$ cat src/rtl/act_fold_layer.sv
// Folded activation layer: ReLU / leaky ReLU / clamped ReLU with requantisation,
// LANES elements per cycle over INPUT_NUM/LANES cycles, vector valid/ready handshake.
module act_fold_layer #(
  parameter int INPUT_WIDTH  = 16,
  parameter int INPUT_NUM    = 64,
  parameter int OUTPUT_WIDTH = 8,
  parameter int LANES        = 8,
  parameter int MODE         = 0,
  parameter int LEAK_SHIFT   = 3,
  parameter int CLAMP_MAX    = 96,
  parameter int SHIFT        = 0
) (
  input  logic                              clk,
  input  logic                              rst,
  input  logic [INPUT_WIDTH*INPUT_NUM-1:0]  data_in,
  input  logic                              data_in_vaild,
  output logic                              data_in_ready,
  output logic [OUTPUT_WIDTH*INPUT_NUM-1:0] data_out,
  output logic                              data_out_vaild,
  input  logic                              data_out_ready,
  output logic                              sat_flag
);

  localparam int NGROUP = INPUT_NUM / LANES;
  localparam int GW = (NGROUP > 1) ? $clog2(NGROUP) : 1;
  localparam int WW =
    ((INPUT_WIDTH > OUTPUT_WIDTH) ? INPUT_WIDTH : OUTPUT_WIDTH) + 1;
  localparam int GOW = LANES * OUTPUT_WIDTH;

  localparam logic [GW-1:0] LAST = GW'(NGROUP - 1);
  localparam logic signed [INPUT_WIDTH-1:0] CMAX =
    INPUT_WIDTH'(CLAMP_MAX);
  localparam logic signed [WW-1:0] OMAX =
    WW'((2 ** (OUTPUT_WIDTH - 1)) - 1);
  localparam logic signed [WW-1:0] OMIN = ~OMAX;

  if (LANES < 1 || (INPUT_NUM % LANES) != 0) begin : g_bad_lanes
    $error("act_fold_layer: LANES must divide INPUT_NUM");
  end

  typedef enum logic [1:0] {IDLE, PROC, DONE} state_t;

  state_t state, state_nx;

  logic [INPUT_WIDTH*INPUT_NUM-1:0]  in_reg;
  logic [OUTPUT_WIDTH*INPUT_NUM-1:0] out_reg;
  logic [GW-1:0]                     grp;
  logic                              sat_acc;
  logic [GOW-1:0]                    grp_y;
  logic                              grp_sat;
  logic                              accept;

  always_ff @(posedge clk or negedge rst) begin
    if (!rst) state <= IDLE;
    else      state <= state_nx;
  end

  // ready is gated by rst so it reads 0 throughout reset
  always_comb begin
    state_nx       = state;
    data_in_ready  = 1'b0;
    data_out_vaild = 1'b0;
    case (state)
      IDLE: begin
        data_in_ready = rst;
        if (data_in_vaild) state_nx = PROC;
      end
      PROC: begin
        if (grp == LAST) state_nx = DONE;
      end
      DONE: begin
        data_out_vaild = 1'b1;
        if (data_out_ready) state_nx = IDLE;
      end
      default: state_nx = IDLE;
    endcase
  end

  assign accept = data_in_vaild & data_in_ready;

  always_comb begin
    grp_y   = '0;
    grp_sat = 1'b0;
    for (int l = 0; l < LANES; l++) begin
      logic signed [INPUT_WIDTH-1:0] x;
      logic signed [INPUT_WIDTH-1:0] a;
      logic signed [INPUT_WIDTH-1:0] b;
      logic signed [WW-1:0]          bw;
      x = in_reg[(int'(grp) * LANES + l) * INPUT_WIDTH +: INPUT_WIDTH];
      case (MODE)
        1:       a = x[INPUT_WIDTH-1] ? (x >>> LEAK_SHIFT) : x;
        2:       a = x[INPUT_WIDTH-1] ? '0 : ((x > CMAX) ? CMAX : x);
        default: a = x[INPUT_WIDTH-1] ? '0 : x;
      endcase
      b  = a >>> SHIFT;
      bw = WW'(b);
      if (bw > OMAX) begin
        grp_y[l*OUTPUT_WIDTH +: OUTPUT_WIDTH] = OMAX[OUTPUT_WIDTH-1:0];
        grp_sat = 1'b1;
      end else if (bw < OMIN) begin
        grp_y[l*OUTPUT_WIDTH +: OUTPUT_WIDTH] = OMIN[OUTPUT_WIDTH-1:0];
        grp_sat = 1'b1;
      end else begin
        grp_y[l*OUTPUT_WIDTH +: OUTPUT_WIDTH] = bw[OUTPUT_WIDTH-1:0];
      end
    end
  end

  always_ff @(posedge clk or negedge rst) begin
    if (!rst) begin
      in_reg  <= '0;
      out_reg <= '0;
      grp     <= '0;
      sat_acc <= 1'b0;
    end else if (accept) begin
      in_reg  <= data_in;
      grp     <= '0;
      sat_acc <= 1'b0;
    end else if (state == PROC) begin
      out_reg[int'(grp) * GOW +: GOW] <= grp_y;
      sat_acc <= sat_acc | grp_sat;
      if (grp != LAST) grp <= grp + 1'b1;
    end
  end

  assign data_out = out_reg;
  assign sat_flag = sat_acc;

endmodule

$ cat config.mk
export PLATFORM = sky130hd
export DESIGN_NAME = act_fold_layer
export DESIGN_NICKNAME = d
export VERILOG_FILES = /design/src/rtl/act_fold_layer.sv
export SDC_FILE = /design/constraint.sdc
export NUM_CORES = 2
export LEC_CHECK = 0
export BUFFER_PORTS_ARGS = -buffer_cell sky130_fd_sc_hd__buf_4
export CAP_MARGIN = 20
export CORE_AREA = 2 2 602 604
export CTS_BUF_LIST = sky130_fd_sc_hd__clkbuf_8
export CTS_CLUSTER_DIAMETER = 200
export DETAILED_ROUTE_END_ITERATION = 8
export DIE_AREA = 0 0 604 606
export GPL_TIMING_DRIVEN = 1
export PLACE_DENSITY = 0.35
export SLEW_MARGIN = 20
export SYNTH_ARGS = -nofsm -noshare
export SYNTH_HDL_FRONTEND = slang
export SYNTH_SLANG_ARGS = --single-unit
$ cat constraint.sdc
create_clock -name clk -period 5.6 [get_ports clk]
set_input_delay 0.28 -clock clk [delete_from_list [all_inputs] [get_ports clk]]
set_output_delay 0.28 -clock clk [all_outputs]
set_load 0.005 [all_outputs]
Yosys cells after proc, flatten, opt, wreduce, memory -nomap -nowiden
Index checks and enable logic that the tools add are counted.
{"block": "classes", "addsub": 9, "magnitude_cmp": 16, "n_eq_ne": 7, "shifts": 10, "mux": 52, "n_bitwise": 3, "n_reduce_logical": 6}
{"cell": "1024-bit by 12-bit variable part select with 16-bit output", "count": 7}
{"cell": "1024-bit by 11-bit variable part select with 16-bit output", "count": 1}
{"cell": "512-bit bitwise mux", "count": 1}
{"cell": "64-bit by 33-bit variable shift with 512-bit output (first input constant)", "count": 1}
{"cell": "64-bit by 33-bit variable part select with 512-bit output", "count": 1}
{"cell": "16-bit by 8-bit less-than comparator with 1-bit output (second input constant)", "count": 8}
{"cell": "8-bit two-way mux", "count": 16}
{"cell": "15-bit by 7-bit > comparator with 1-bit output (second input constant)", "count": 8}
{"cell": "15-bit two-way mux", "count": 8}
{"cell": "9-bit negator with 33-bit output", "count": 1}
{"cell": "6-bit by 3-bit adder with 7-bit output (second input constant)", "count": 4}
{"cell": "1-bit two-way mux", "count": 20}
{"cell": "6-bit by 2-bit adder with 7-bit output (second input constant)", "count": 2}
{"cell": "3-bit two-way mux", "count": 3}
{"cell": "6-bit by 1-bit adder with 7-bit output (second input constant)", "count": 1}
{"cell": "2-bit two-way mux", "count": 3}
{"cell": "2-bit != test (second input constant)", "count": 3}
{"cell": "2-bit one-hot mux with 3 select lines", "count": 1}
{"cell": "2-bit AND reduction", "count": 2}
{"cell": "2-bit nonzero test", "count": 2}
{"cell": "3-bit by 1-bit adder with 3-bit output (second input constant)", "count": 1}
{"cell": "3-bit equality test (second input constant)", "count": 1}
{"cell": "3-bit != test (second input constant)", "count": 1}
{"cell": "3-bit AND reduction", "count": 1}
{"cell": "6 further kinds", "count": 6}
{"block": "word_totals", "register_bits": 1542, "input_bits": 1028, "output_inout_bits": 515, "word_cells": 108}

Longest topological paths before layout
{"block": "logic_depth", "ltp_word": 22, "ltp_mapped": 13, "ltp_nobuf": 8}

Worst setup path before layout
Ideal clock, no wire load.
{"block": "synth_path", "path_type": "register -> register", "start": "reg grp[2]", "end": "reg out_reg[216] (netlist: data_out[216])", "setup_ns": 0.145, "arrival_ns": 2.726, "t_required_ns": 5.455, "setup_slack_ns": 2.729, "stages_incl_launch_ff": 13, "n_path_buf": 6, "period_less_slack_ns": 2.871, "path_cell_list": "dfrtp_1 > buf_2 > inv_1 > buf_2 > buf_2 > buf_1 > ha_1 > nand2b_1 > nor2_1 > nand3_1 > clkbuf_1 > clkbuf_1 > o31ai_1"}
{"block": "synth_via", "elab_chain_len": 8, "elab_cells_between_ends": 59, "cone_classes": "add/sub (8); order compare (16); shift (10); mux (25)"}
{"item": "start, declared", "line": "47", "source": "logic [GW-1:0] grp;"}
{"item": "start signal, assigned", "line": "122", "source": "if (grp != LAST) grp <= grp + 1'b1;"}
{"item": "6-bit by 1-bit adder with 7-bit output (tied with other cells)", "line": "89", "source": "x = in_reg[(int'(grp) * LANES + l) * INPUT_WIDTH +: INPUT_WIDTH];"}
{"item": "1024-bit by 12-bit variable part select with 16-bit output", "line": "89"}
{"item": "15-bit two-way mux", "line": "93", "source": "default: a = x[INPUT_WIDTH-1] ? '0 : x;"}
{"item": "16-bit by 8-bit less-than comparator with 1-bit output", "line": "100", "source": "end else if (bw < OMIN) begin"}
{"item": "8-bit two-way mux", "line": "100"}
{"item": "8-bit two-way mux", "line": "97", "source": "if (bw > OMAX) begin"}
{"item": "64-bit by 33-bit variable part select with 512-bit output", "line": "120", "source": "out_reg[int'(grp) * GOW +: GOW] <= grp_y;"}
{"item": "512-bit bitwise mux (*)", "line": "120"}
{"item": "end signal, assigned by index", "line": "120"}
{"item": "end, declared", "line": "46", "source": "logic [OUTPUT_WIDTH*INPUT_NUM-1:0] out_reg;"}
Every way passes the cells marked *; elsewhere a longest branch is shown, timed or not.
A chain may end at the register's enable or synchronous reset.

Worst setup path after layout
{"block": "layout_path", "start": "reg grp[1]", "end": "reg out_reg[227] (netlist: data_out[227])"}
The elaborated chain is that of the path after synthesis.

==> summary by stage <==
Run status
The run finished with clean final reports.

Synthesis
The cell count after synthesis is 6600. The mean instance size in the synthesized netlist is 9.56 µm². The xor and xnor fraction of the mapped netlist area is less than 1%. The area of the mapped netlist is 63100 µm².

When the netlist entered floorplanning its net count stood at roughly 7600. Sorting the synthesized cells by how often they occur yields 3572 x sky130_fd_sc_hd__nand2_1, 1542 x sky130_fd_sc_hd__dfrtp_1, 346 x sky130_fd_sc_hd__clkbuf_1. The synthesized design devotes to its leading area cell type between 60% and 70% of total area. The leading register cell type out of synthesis is sky130_fd_sc_hd__dfrtp_1. The number of synthesis warnings is 0. Yosys mapped a number of flops with a built-in enable equal to 0. Of the total synthesized cell area, the portion taken by full adders, half adders and majority gates is less than 1%. In the post-synthesis netlist, the cell with the most instances is sky130_fd_sc_hd__nand2_1.

After Yosys synthesis, and, or, nand and nor cells account for 24.8% of the synthesized area. Summed over all instances, the cell type with the most area after synthesis is sky130_fd_sc_hd__dfrtp_1. Summing the areas of all compound-gate instances in the mapped netlist gives 5.24% of the synthesized area. Sorting the synthesized cells by area gives the leading types as sky130_fd_sc_hd__dfrtp_1 61%, sky130_fd_sc_hd__nand2_1 21%, sky130_fd_sc_hd__mux4_2 4.7%. For this run, asynchronously set or reset flops after synthesis account for 100%. After synthesis, flip-flops and latches occupy around three fifths of the total area.

Measured against the total synthesized area, the mux share comes to between 5 and 6%. By area, the combinational part of the netlist is dominated by simple AND/OR/NAND/NOR gates. The number of different library cells used by synthesis comes to 54.

In this run, synthesis produced a sequential element count of about 1500.

Die
The core outline area is 360000 µm². Once the floorplan was initialized, standard cells occupied 17.5% of the core. The die is around 600 µm wide. The die extent in y is 606 µm. 1543 I/O pins were placed. The floorplan die area is 366000 µm².

The number of standard-cell rows in the floorplan is approximately 220.

Timing
The final hold violation count was 0. The setup clock skew after layout is 0.114 ns. At the pin with the least slew margin, the transition time is 1.14 ns. Setup repair after global routing left no endpoint under its margin.

The final critical-path required period is 4.66 ns. Setup violations remaining at the end of the flow were counted as 0. The number of max-slew violations in the final report came to 0.

The final clock period utilization by the worst path is 83.3%. In this run the tightest slew margin relative to its limit is 23.0%. Hold is met by 0.112 ns.

For the final routed database, the setup TNS stands at 0 ns. Derived from the worst setup path, the maximum achievable clock frequency is roughly 210 MHz.

Finish
The register with the most flip-flops in the layout has between 1000 and 1500 of them. Of the cells placed in the final design, the portion with a size suffix greater than 1 is 22.6%. After the last flow step, the layout net total stands at 11300. Compared with the post-synthesis result, the final layout area differs by 71.1%.

Drt
The total detailed-routing wirelength is 345000 µm. The pre-antenna-repair detailed-routing pass consisted of 8 iterations. After the first detailed-routing iteration, the DRC count stood at 3366.

In the routed design, unresolved DRC markers number 0. Summing over every cut layer, the via total after detailed routing is 62200. The detailed-route wire length per cell is 22.5 µm. In this run the remaining antenna-violating nets after routing total 0. The post-detailed-route via-to-cell ratio is between 4 and 5.

GRT
For this run, the total global-route usage over all layers was measured as 18.3%. The first global-routing pass estimated 485000 µm of wire. The number of antenna violations at the first check in global routing came to 147. The number of global-route vias before repair was 66300. Entering global routing, the biggest net connects 171 pins. The residual overflow from global routing is 0.

Worst setup path
The slowest stage of the critical path belongs to the cell sky130_fd_sc_hd__nor4_1. Data on the critical path is required at its endpoint by 6.43 ns. The highest net fanout along the worst path is 22. STA classifies the critical path startpoint as a flip-flop.

Measured in cells, the most critical reg-to-reg path has a length of 7. The critical setup path kind is reg -> reg. STA puts the critical path data arrival time at 5.49 ns. The critical path goes through nand2b_2 -> nor4_1 -> or4_1 -> nand3_1 -> a21oi_1 -> or2_2 -> o21ai_0. In this design, the stage delay of the slowest critical-path cell is between 0.9 and 1 ns.

The type of element capturing the critical path is a flip-flop.

Clock network
The post-cts gate resize count is 0. The number of buffers inserted for hold repair after clock tree synthesis is 2064. The clock transition at the register clock pins on the worst setup and hold paths after CTS is 0.06 ns. The clock passes through at most 4 buffers. The number of clock buffers added by TritonCTS is 317. TritonCTS built the clock tree. The number of clock sinks seen by CTS is about 1500.

The clock latency on the worst-skew pair is about 1.1 ns. The clock tree synthesis step divided the H-tree into 5 levels. The cell sitting at the root of the clock tree is a sky130_fd_sc_hd__clkbuf_8. The number of buffers added for setup after CTS is 0.

Pwr
The static leakage is roughly 0.052 µW. Overall power consumption after layout is estimated at 53000 µW. The power per unit of standard cell area is approximately 490 nW/µm². The peak supply drop is 0.318 mV.

Min path
The class of the most critical hold timing path is in -> reg. The worst hold path was traced through 4 stages.

Placed design
Once detailed placement completed, the half-perimeter wirelength came to between 200000 and 300000 µm. The number of I/O port buffers is about 1500. At the end of routability-driven placement, the weighted congestion stood at 0.822.

Flow run
The number of maximum-capacitance violations is 0.
==> worst paths after layout <==
kind | start | endpoint | slack [ns]
min in group asynchronous | rst | data_out[344] | 0.54
hold / removal | data_in[70] | in_reg[70] | 0.11
hold reg to reg | in_reg[1018] | in_reg[1018] | 0.46
max in group asynchronous | rst | in_reg[540] | 2.82
setup reg to reg | grp[1] | data_out[227] | 0.94
setup / recovery | grp[1] | data_out[227] | 0.94
==> report_power, final <==
group | internal [µW] | total [µW] | switching (µW)
sequential | 15900 | 18900 | 3060
combinational | 8120 | 21700 | 13600
clock | 6700 | 12300 | 5610
==> layout by cell type (no fill, tap or decap), drive strengths merged, types with 3 or more instances in the layout <==
cell type / count
and2: 74
o31ai: 266
nor3: 38
mux2i: 14
a221o: 4
a21oi: 45
ha: 4
and3: 14
bufinv: 7
clkinv: 25
nand4: 7
buf: 1657
diode: 110
o22ai: 6
nand2: 3572
or4: 32
inv: 115
nand3: 20
dfrtp: 1542
o32ai: 5
nor2b: 3
clkinvlp: 9
mux4: 133
nor4: 84
o21ai: 140
nand2b: 14
nor2: 53
a211oi: 14
mux2: 56
a22oi: 4
clkbuf: 396
or2: 21
nor4b: 4
dlygate4sd3: 2063
==> stage by stage <==
step	setup WS [ns]	std cells	utilization [%]	instance area, µm²
2_1_floorplan	2.73	6600	-	63100
3_3_place_gp	0.728	12600	22.3	80500
3_5_place_dp	0.749	12600	22.4	80500
4_1_cts	0.668	15300	29.9	108000
5_1_grt	0.679	15300	29.9	108000
6_report	0.937	15400	30.0	108000
==> area by class of cell <==
cell class	instances	area [µm²]
antenna	110	275
clock inverter	150	978
fill	38100	252000
multi-input combinational	4643	23100
sequential	1542	38600
timing repair buffer	3720	33500
tap	4794	6000
inverter	6	27.5
clock buffer	396	5450
==> layer usage <==
| metal | GRT usage [%] | wire, µm |
|---|---|---|
| met1 | 22.6 | 145000 |
| met2 | 31.7 | 170000 |
| met3 | 3.57 | 17800 |
| met4 | 6.29 | 12600 |
| met5 | 0 | 293 |
==> critical path: cells and delay by family, from the launching register on <==
family	cells	cell delay [ns]
flops	1	0.87
simple gates	5	2.57
compound gates	2	1.02
==> cell families (layout without fill, tap and decap cells) <==
logic type                 Yosys count  in the layout
buffers and inverters              415           4272
AOI/OAI and AO/OA                  494            494
DFF                               1542           1542
adders and majority gates            4              4
xor gates and xnor gates             1              1
and+or+nand+nor                   3941           3941
muxes                              203            203
other                                0            110
Power figures use the tool's default switching activity.
